<file path="src/rtl/clk_ctrl_pkg.sv">
// Shared types and helpers for the alarm-clock sequencer.
// Holds the mode and alarm state encodings plus the counter width helper.
package clk_ctrl_pkg;

  typedef enum logic [1:0] {
    RUN   = 2'd0,
    SET_T = 2'd1,
    SET_A = 2'd2
  } mode_t;

  typedef enum logic [1:0] {
    IDLE = 2'd0,
    RING = 2'd1,
    HOLD = 2'd2
  } alm_t;

  // Bits needed to hold 0..n-1; never narrower than one bit.
  function automatic int unsigned cnt_width(input int unsigned n);
    if (n <= 32'd2) begin
      return 32'd1;
    end else begin
      return $clog2(n);
    end
  endfunction

endpackage

</file>
<file path="src/rtl/tick_pacer.sv">
// Pulse rising-edge detector and mod-SET_DIV pacer for manual set stepping.
// tick is combinational on the detecting cycle; step is tick gated by pacer==0.
module tick_pacer
  import clk_ctrl_pkg::*;
#(
  parameter int unsigned SET_DIV = 32'd1
) (
  input  logic clk,
  input  logic rst,
  input  logic pulse,
  input  logic restart,
  output logic tick,
  output logic step
);

  localparam int unsigned PW = cnt_width(SET_DIV);
  localparam logic [PW-1:0] PACE_LAST = PW'(SET_DIV - 32'd1);

  logic          pulse_q;
  logic [PW-1:0] pace_q;
  logic [PW-1:0] pace_d;

  assign tick = pulse & ~pulse_q;
  assign step = tick & (pace_q == '0);

  // Pacer restarts on every mode change so the first tick in a set mode steps.
  always_comb begin
    pace_d = pace_q;
    if (restart) begin
      pace_d = '0;
    end else if (tick) begin
      if (pace_q == PACE_LAST) begin
        pace_d = '0;
      end else begin
        pace_d = pace_q + PW'(32'd1);
      end
    end else begin
      pace_d = pace_q;
    end
  end

  always_ff @(posedge clk or posedge rst) begin
    if (rst) begin
      pulse_q <= 1'b0;
      pace_q  <= '0;
    end else begin
      pulse_q <= pulse;
      pace_q  <= pace_d;
    end
  end

endmodule

</file>
<file path="src/rtl/alarm_clock_ctrl.sv">
// Alarm-clock sequencer: mode FSM, alarm ring FSM and registered counter enables.
// Holds no time value; the datapath reports its counter limits and alarm match.
module alarm_clock_ctrl
  import clk_ctrl_pkg::*;
#(
  parameter int unsigned RING_TICKS = 32'd60,
  parameter int unsigned SET_DIV    = 32'd1
) (
  input  logic Clk,
  input  logic Reset,
  input  logic Pulse,
  input  logic Timeset,
  input  logic Alarmset,
  input  logic Minadv,
  input  logic Hrsadv,
  input  logic Dayadv,
  input  logic Alarmon,
  input  logic S_max,
  input  logic M_max,
  input  logic H_max,
  input  logic Alarm_eq,
  output logic Sec_inc,
  output logic Min_inc,
  output logic Hrs_inc,
  output logic Day_inc,
  output logic Amin_inc,
  output logic Ahrs_inc,
  output logic Sec_clr,
  output logic Disp_alm,
  output logic Buzz
);

  localparam int unsigned RW = cnt_width(RING_TICKS);
  localparam logic [RW-1:0] RING_LAST = RW'(RING_TICKS - 32'd1);

  mode_t         mode_q, mode_d;
  alm_t          alm_q, alm_d;
  logic [RW-1:0] ring_cnt_q, ring_cnt_d;

  logic tick_s, step_s, restart_s;
  logic run_tick_s, set_t_step_s, set_a_step_s;

  logic sec_inc_q, sec_inc_d, min_inc_q, min_inc_d;
  logic hrs_inc_q, hrs_inc_d, day_inc_q, day_inc_d;
  logic amin_inc_q, amin_inc_d, ahrs_inc_q, ahrs_inc_d;
  logic sec_clr_q, sec_clr_d, disp_alm_q, disp_alm_d;
  logic buzz_q, buzz_d;

  assign restart_s = (mode_d != mode_q);

  tick_pacer #(
    .SET_DIV (SET_DIV)
  ) u_pacer (
    .clk     (Clk),
    .rst     (Reset),
    .pulse   (Pulse),
    .restart (restart_s),
    .tick    (tick_s),
    .step    (step_s)
  );

  // Mode selection; Timeset always wins over Alarmset.
  always_comb begin
    mode_d = mode_q;
    case (mode_q)
      RUN: begin
        if (Timeset) begin
          mode_d = SET_T;
        end else if (Alarmset) begin
          mode_d = SET_A;
        end else begin
          mode_d = RUN;
        end
      end
      SET_T: begin
        if (!Timeset) begin
          mode_d = RUN;
        end else begin
          mode_d = SET_T;
        end
      end
      SET_A: begin
        if (Timeset) begin
          mode_d = SET_T;
        end else if (!Alarmset) begin
          mode_d = RUN;
        end else begin
          mode_d = SET_A;
        end
      end
      default: mode_d = RUN;
    endcase
  end

  // Enables use the pre-change mode so a mode switch on a tick cycle is clean.
  assign run_tick_s   = tick_s & ((mode_q == RUN) | (mode_q == SET_A));
  assign set_t_step_s = step_s & (mode_q == SET_T);
  assign set_a_step_s = step_s & (mode_q == SET_A);

  always_comb begin
    sec_inc_d  = run_tick_s;
    min_inc_d  = (run_tick_s & S_max) | (set_t_step_s & Minadv);
    hrs_inc_d  = (run_tick_s & S_max & M_max) | (set_t_step_s & Hrsadv);
    day_inc_d  = (run_tick_s & S_max & M_max & H_max) | (set_t_step_s & Dayadv);
    amin_inc_d = set_a_step_s & Minadv;
    ahrs_inc_d = set_a_step_s & Hrsadv;
    sec_clr_d  = (mode_d == SET_T) & (mode_q != SET_T);
    disp_alm_d = (mode_d == SET_A);
  end

  // Ring FSM: Alarmon and mode exits act every clock, everything else on ticks.
  always_comb begin
    alm_d      = alm_q;
    ring_cnt_d = ring_cnt_q;
    case (alm_q)
      IDLE: begin
        if (tick_s && (mode_q == RUN) && (mode_d == RUN) && Alarmon && Alarm_eq) begin
          alm_d      = RING;
          ring_cnt_d = '0;
        end else begin
          alm_d = IDLE;
        end
      end
      RING: begin
        if ((mode_d != RUN) || !Alarmon) begin
          alm_d = IDLE;
        end else if (tick_s) begin
          if (ring_cnt_q == RING_LAST) begin
            alm_d = HOLD;
          end else begin
            ring_cnt_d = ring_cnt_q + RW'(32'd1);
          end
        end else begin
          alm_d = RING;
        end
      end
      HOLD: begin
        // Stay silent until the matching minute has passed.
        if (mode_d != RUN) begin
          alm_d = IDLE;
        end else if (tick_s && !Alarm_eq) begin
          alm_d = IDLE;
        end else begin
          alm_d = HOLD;
        end
      end
      default: alm_d = IDLE;
    endcase
    buzz_d = (alm_d == RING);
  end

  // FSM state registers.
  always_ff @(posedge Clk or posedge Reset) begin
    if (Reset) begin
      mode_q     <= RUN;
      alm_q      <= IDLE;
      ring_cnt_q <= '0;
    end else begin
      mode_q     <= mode_d;
      alm_q      <= alm_d;
      ring_cnt_q <= ring_cnt_d;
    end
  end

  // Registered outputs.
  always_ff @(posedge Clk or posedge Reset) begin
    if (Reset) begin
      sec_inc_q  <= 1'b0;
      min_inc_q  <= 1'b0;
      hrs_inc_q  <= 1'b0;
      day_inc_q  <= 1'b0;
      amin_inc_q <= 1'b0;
      ahrs_inc_q <= 1'b0;
      sec_clr_q  <= 1'b0;
      disp_alm_q <= 1'b0;
      buzz_q     <= 1'b0;
    end else begin
      sec_inc_q  <= sec_inc_d;
      min_inc_q  <= min_inc_d;
      hrs_inc_q  <= hrs_inc_d;
      day_inc_q  <= day_inc_d;
      amin_inc_q <= amin_inc_d;
      ahrs_inc_q <= ahrs_inc_d;
      sec_clr_q  <= sec_clr_d;
      disp_alm_q <= disp_alm_d;
      buzz_q     <= buzz_d;
    end
  end

  assign Sec_inc  = sec_inc_q;
  assign Min_inc  = min_inc_q;
  assign Hrs_inc  = hrs_inc_q;
  assign Day_inc  = day_inc_q;
  assign Amin_inc = amin_inc_q;
  assign Ahrs_inc = ahrs_inc_q;
  assign Sec_clr  = sec_clr_q;
  assign Disp_alm = disp_alm_q;
  assign Buzz     = buzz_q;

endmodule
</file>
<file path="config.mk">
export PLATFORM = sky130hd
export DESIGN_NAME = alarm_clock_ctrl
export DESIGN_NICKNAME = d
export VERILOG_FILES = /design/src/rtl/clk_ctrl_pkg.sv /design/src/rtl/tick_pacer.sv /design/src/rtl/alarm_clock_ctrl.sv
export SDC_FILE = /design/constraint.sdc
export NUM_CORES = 1
export LEC_CHECK = 0
export CAP_MARGIN = 20
export CORE_MARGIN = 8
export CORE_UTILIZATION = 39
export CTS_BUF_LIST = sky130_fd_sc_hd__clkbuf_16
export DETAILED_ROUTE_END_ITERATION = 16
export PLACE_DENSITY = 0.76
export SLEW_MARGIN = 5
export SYNTH_ARGS = -nofsm -noshare
export SYNTH_HDL_FRONTEND = slang
export SYNTH_SLANG_ARGS = --single-unit
</file>
<file path="constraint.sdc">
create_clock -name Clk -period 1.9 [get_ports Clk]
set_input_delay 0.285 -clock Clk [delete_from_list [all_inputs] [get_ports Clk]]
set_output_delay 0.285 -clock Clk [all_outputs]
set_load 0.005 [all_outputs]
</file>
==> run metrics <==
status=complete, no violations; standard-cell rows=18; endpoints failing hold=0; CP max FO=7; crit path time final=1.82 ns; max-cap violations=0; CTS sink cnt=20; layout cells sized above 1=19.2%; largest net degree at the start of global routing=21; sequential share of the synthesized area=51.8%; worst-path cell chain=clkdlybuf4s50_1, nand2b_1, or4b_4, buf_6, a211oi_1, mux2i_1; Slew Limit Fails=0; final std cells w/o fill=150; GPL Wtd Cong=0.847; final wirelength=2120 um; crit path to=ring_cnt_q[3]$_DFFE_PP0P_; syn avg cell area=10.9 um^2; Total GRT Usage=10.8%; Mapped Cells=89; Worst EP required=2.08 ns; Least-Margin Pin Slew=0.548 ns; RSZ-0062 raised after global routing=false; CTS tree=done; die area=4330 um^2; clk slew on worst S/H paths=0.06 ns; Initial DRT Pass Iterations=4; worst min path class=in -> async; DRC=0; initial antenna violation count=0; area of the multi-input gates=424 um^2; core area=2410 um^2; Pwr per Cell Area=840 nW/um^2; Routed Antenna Nets=0; peak per-stage delay on the critical path=0.54 ns; Leakage=0.567 nW; GR Overflow Total=0; IO Port Bufs=21; final worst path period share=95.6%; Initial Util=40.1%; Critical path origin=Pulse; Post-Syn Nets=103; clk buf depth=2; Final HPWL DP=1540 um; diode count=0; Final WS setup=0.0837 ns; worst path arrival time=2.00 ns; root buffer cell=clkbuf_16; post-synthesis cell type count=30; DR vias=778; H-tree levels=1; YS warnings=0; register area=502 um^2; Filler Cell Count=202; WL/cell=14.1 um; Worst R2R Setup Slack=0.15 ns; synthesized flop and latch total=20; Peak Freq=0.551 GHz; first-pass GRT wire length=3630 um; r2r worst-path depth=5; Startpoint Class=input port; Die H=65.8 um; DP Cell Count=145; routed vias/inst=5.19; chip width=65.8 um; worst reg2reg path startpoint=mode_q[0]$_DFF_PP0_; Final #Nets=135; clk_skew=0.00493 ns; area delta synth->final=42.4%; vias in the first global route=815; TritonCTS Buffers=3; final setup vio count=0; clock latency on the worst-skew pair=0.26 ns; highest ir drop seen on vdd=578 uV; worst reg2reg endpoint=ring_cnt_q[3]$_DFFE_PP0P_; Syn Std Cell Area=966 um^2; crit path kind=in -> reg; Boundary Pins=22; DR iter-0 viols=31; CP max stage cell=or4b_4; Critical Path End Type=register; worst slack, placed=-0.368 ns; relative slew slack=63.2%
==> state kept, by name (all words and copies together) (netlist names) <==
name             flops
Sec_clr              1
Disp_alm             1
Sec_inc              1
Ahrs_inc             1
Amin_inc             1
u_pacer.pulse_q      1
Hrs_inc              1
alm_q                2
Day_inc              1
ring_cnt_q           6
Buzz                 1
mode_q               2
Min_inc              1
==> per-stage QoR <==
stage	power, mW	cell area, um^2	hold slack, ns	TNS [ns]	utilization [%]
after floorplan	0.521	966	0.249	0	-
after global placement	0.579	1250	0.534	-1.52	51.9
after detailed placement	0.581	1250	0.539	-1.73	51.9
after CTS	1.16	1370	0.364	0	56.8
after global routing	1.20	1380	0.407	0	57.1
final	1.16	1380	0.358	0	57.1
==> report_power, final <==
group	switching, mW	leakage, nW	internal [mW]	total, mW
combinational	0.0511	0.250	0.0635	0.115
sequential	0.0168	0.266	0.445	0.462
clock	0.161	0.0511	0.418	0.579
total	0.229	0.567	0.927	1.16
==> synthesized netlist by cell type (all sizes together) <==
master | instances | area, um^2
mux2 | 1 | 11.3
inv | 5 | 18.8
nand2 | 4 | 15.0
or2 | 1 | 6.26
mux2i | 5 | 50.1
and3 | 2 | 12.5
o31ai | 1 | 7.51
nor2 | 7 | 26.3
nand2b | 3 | 18.8
nand3 | 2 | 10.0
dfrtp | 20 | 500
a2111oi | 1 | 27.5
a21boi | 1 | 11.3
nand4 | 2 | 12.5
nor4 | 1 | 6.26
buf | 3 | 27.5
nor2b | 4 | 25.0
ha | 1 | 12.5
clkbuf | 1 | 3.75
a21oi | 6 | 33.8
o21bai | 4 | 30.0
o2111ai | 1 | 8.76
o21ai | 6 | 30.0
a211oi | 3 | 27.5
or4b | 1 | 10.0
nor3b | 3 | 22.5
==> cell type report <==
| cell class | count | area share [%] |
|---|---|---|
| flip-flops and latches | 20 | 36.5 |
| multi-input cells | 60 | 30.8 |
| repair buffers | 31 | 20.9 |
| clock buffers | 3 | 5.46 |
| well taps | 30 | 2.73 |
| clock inverters | 1 | 2.18 |
| inverters | 5 | 1.36 |
==> cell usage in the layout (no fill, tap or decap), drive strengths merged <==
cell	synthesis	final
buf	3	10
clkdlybuf4s50	0	20
nand3	2	2
ha	1	1
dlygate4sd2	0	1
bufinv	0	1
nand2b	3	3
o21bai	4	4
a211oi	3	3
nand4	2	2
o31ai	1	1
nand2	4	4
inv	5	5
clkbuf	1	3
o2111ai	1	1
and3	2	2
mux2i	5	5
mux2	1	1
nor2b	4	4
nor4	1	1
or2	1	1
a21boi	1	1
or4b	1	1
o21ai	6	6
a21oi	6	6
nor2	7	7
dfrtp	20	20
nor3b	3	3
a2111oi	1	1
==> critical path, delay by kind of cell <==
| kind | cells | cell delay [ns] |
|---|---|---|
| AOI/OAI and AO/OA | 1 | 0.24 |
| buffers and inverters | 2 | 0.64 |
| muxes | 1 | 0.21 |
| and+or+nand+nor | 2 | 0.63 |
==> logic make-up after synthesis <==
kind of cell,after synthesis,share of synthesized area (%)
adders and majority gates,1,1.30
muxes,6,6.35
DFF,20,51.8
AOI/OAI and AO/OA,23,18.3
buffers and inverters,9,5.18
and+or+nand+nor,30,17.1
==> metal layers <==
metal	share of wire, %	global-route usage [%]	vias up	wire [um]
met2	48	18.0	20	1010
met5	0	0	-	0
met3	6.8	4.08	5	144
met4	1.9	5.72	0	40
met1	43	11.5	379	920
li1	-	-	374	-
==> worst min path at each step <==
stage,from,endpoint,slack (ns)
after floorplan,Reset,Ahrs_inc$_DFF_PP0_,0.25
after CTS,Reset,ring_cnt_q[3]$_DFFE_PP0P_,0.36
after global routing,Reset,ring_cnt_q[3]$_DFFE_PP0P_,0.41
after global placement,mode_q[1]$_DFF_PP0_,mode_q[0]$_DFF_PP0_,0.53
after detailed placement,mode_q[1]$_DFF_PP0_,mode_q[0]$_DFF_PP0_,0.54
final,Reset,Sec_inc$_DFF_PP0_,0.36
==> timing repair <==
item                                    in CTS  in global routing
buffers inserted                             1                  0
hold buffers                                 0                  0
endpoints found under the setup margin       3                  4
resized for setup                            3                  2
pin swaps                                    0                  2
Power figures use the tool's default switching activity.
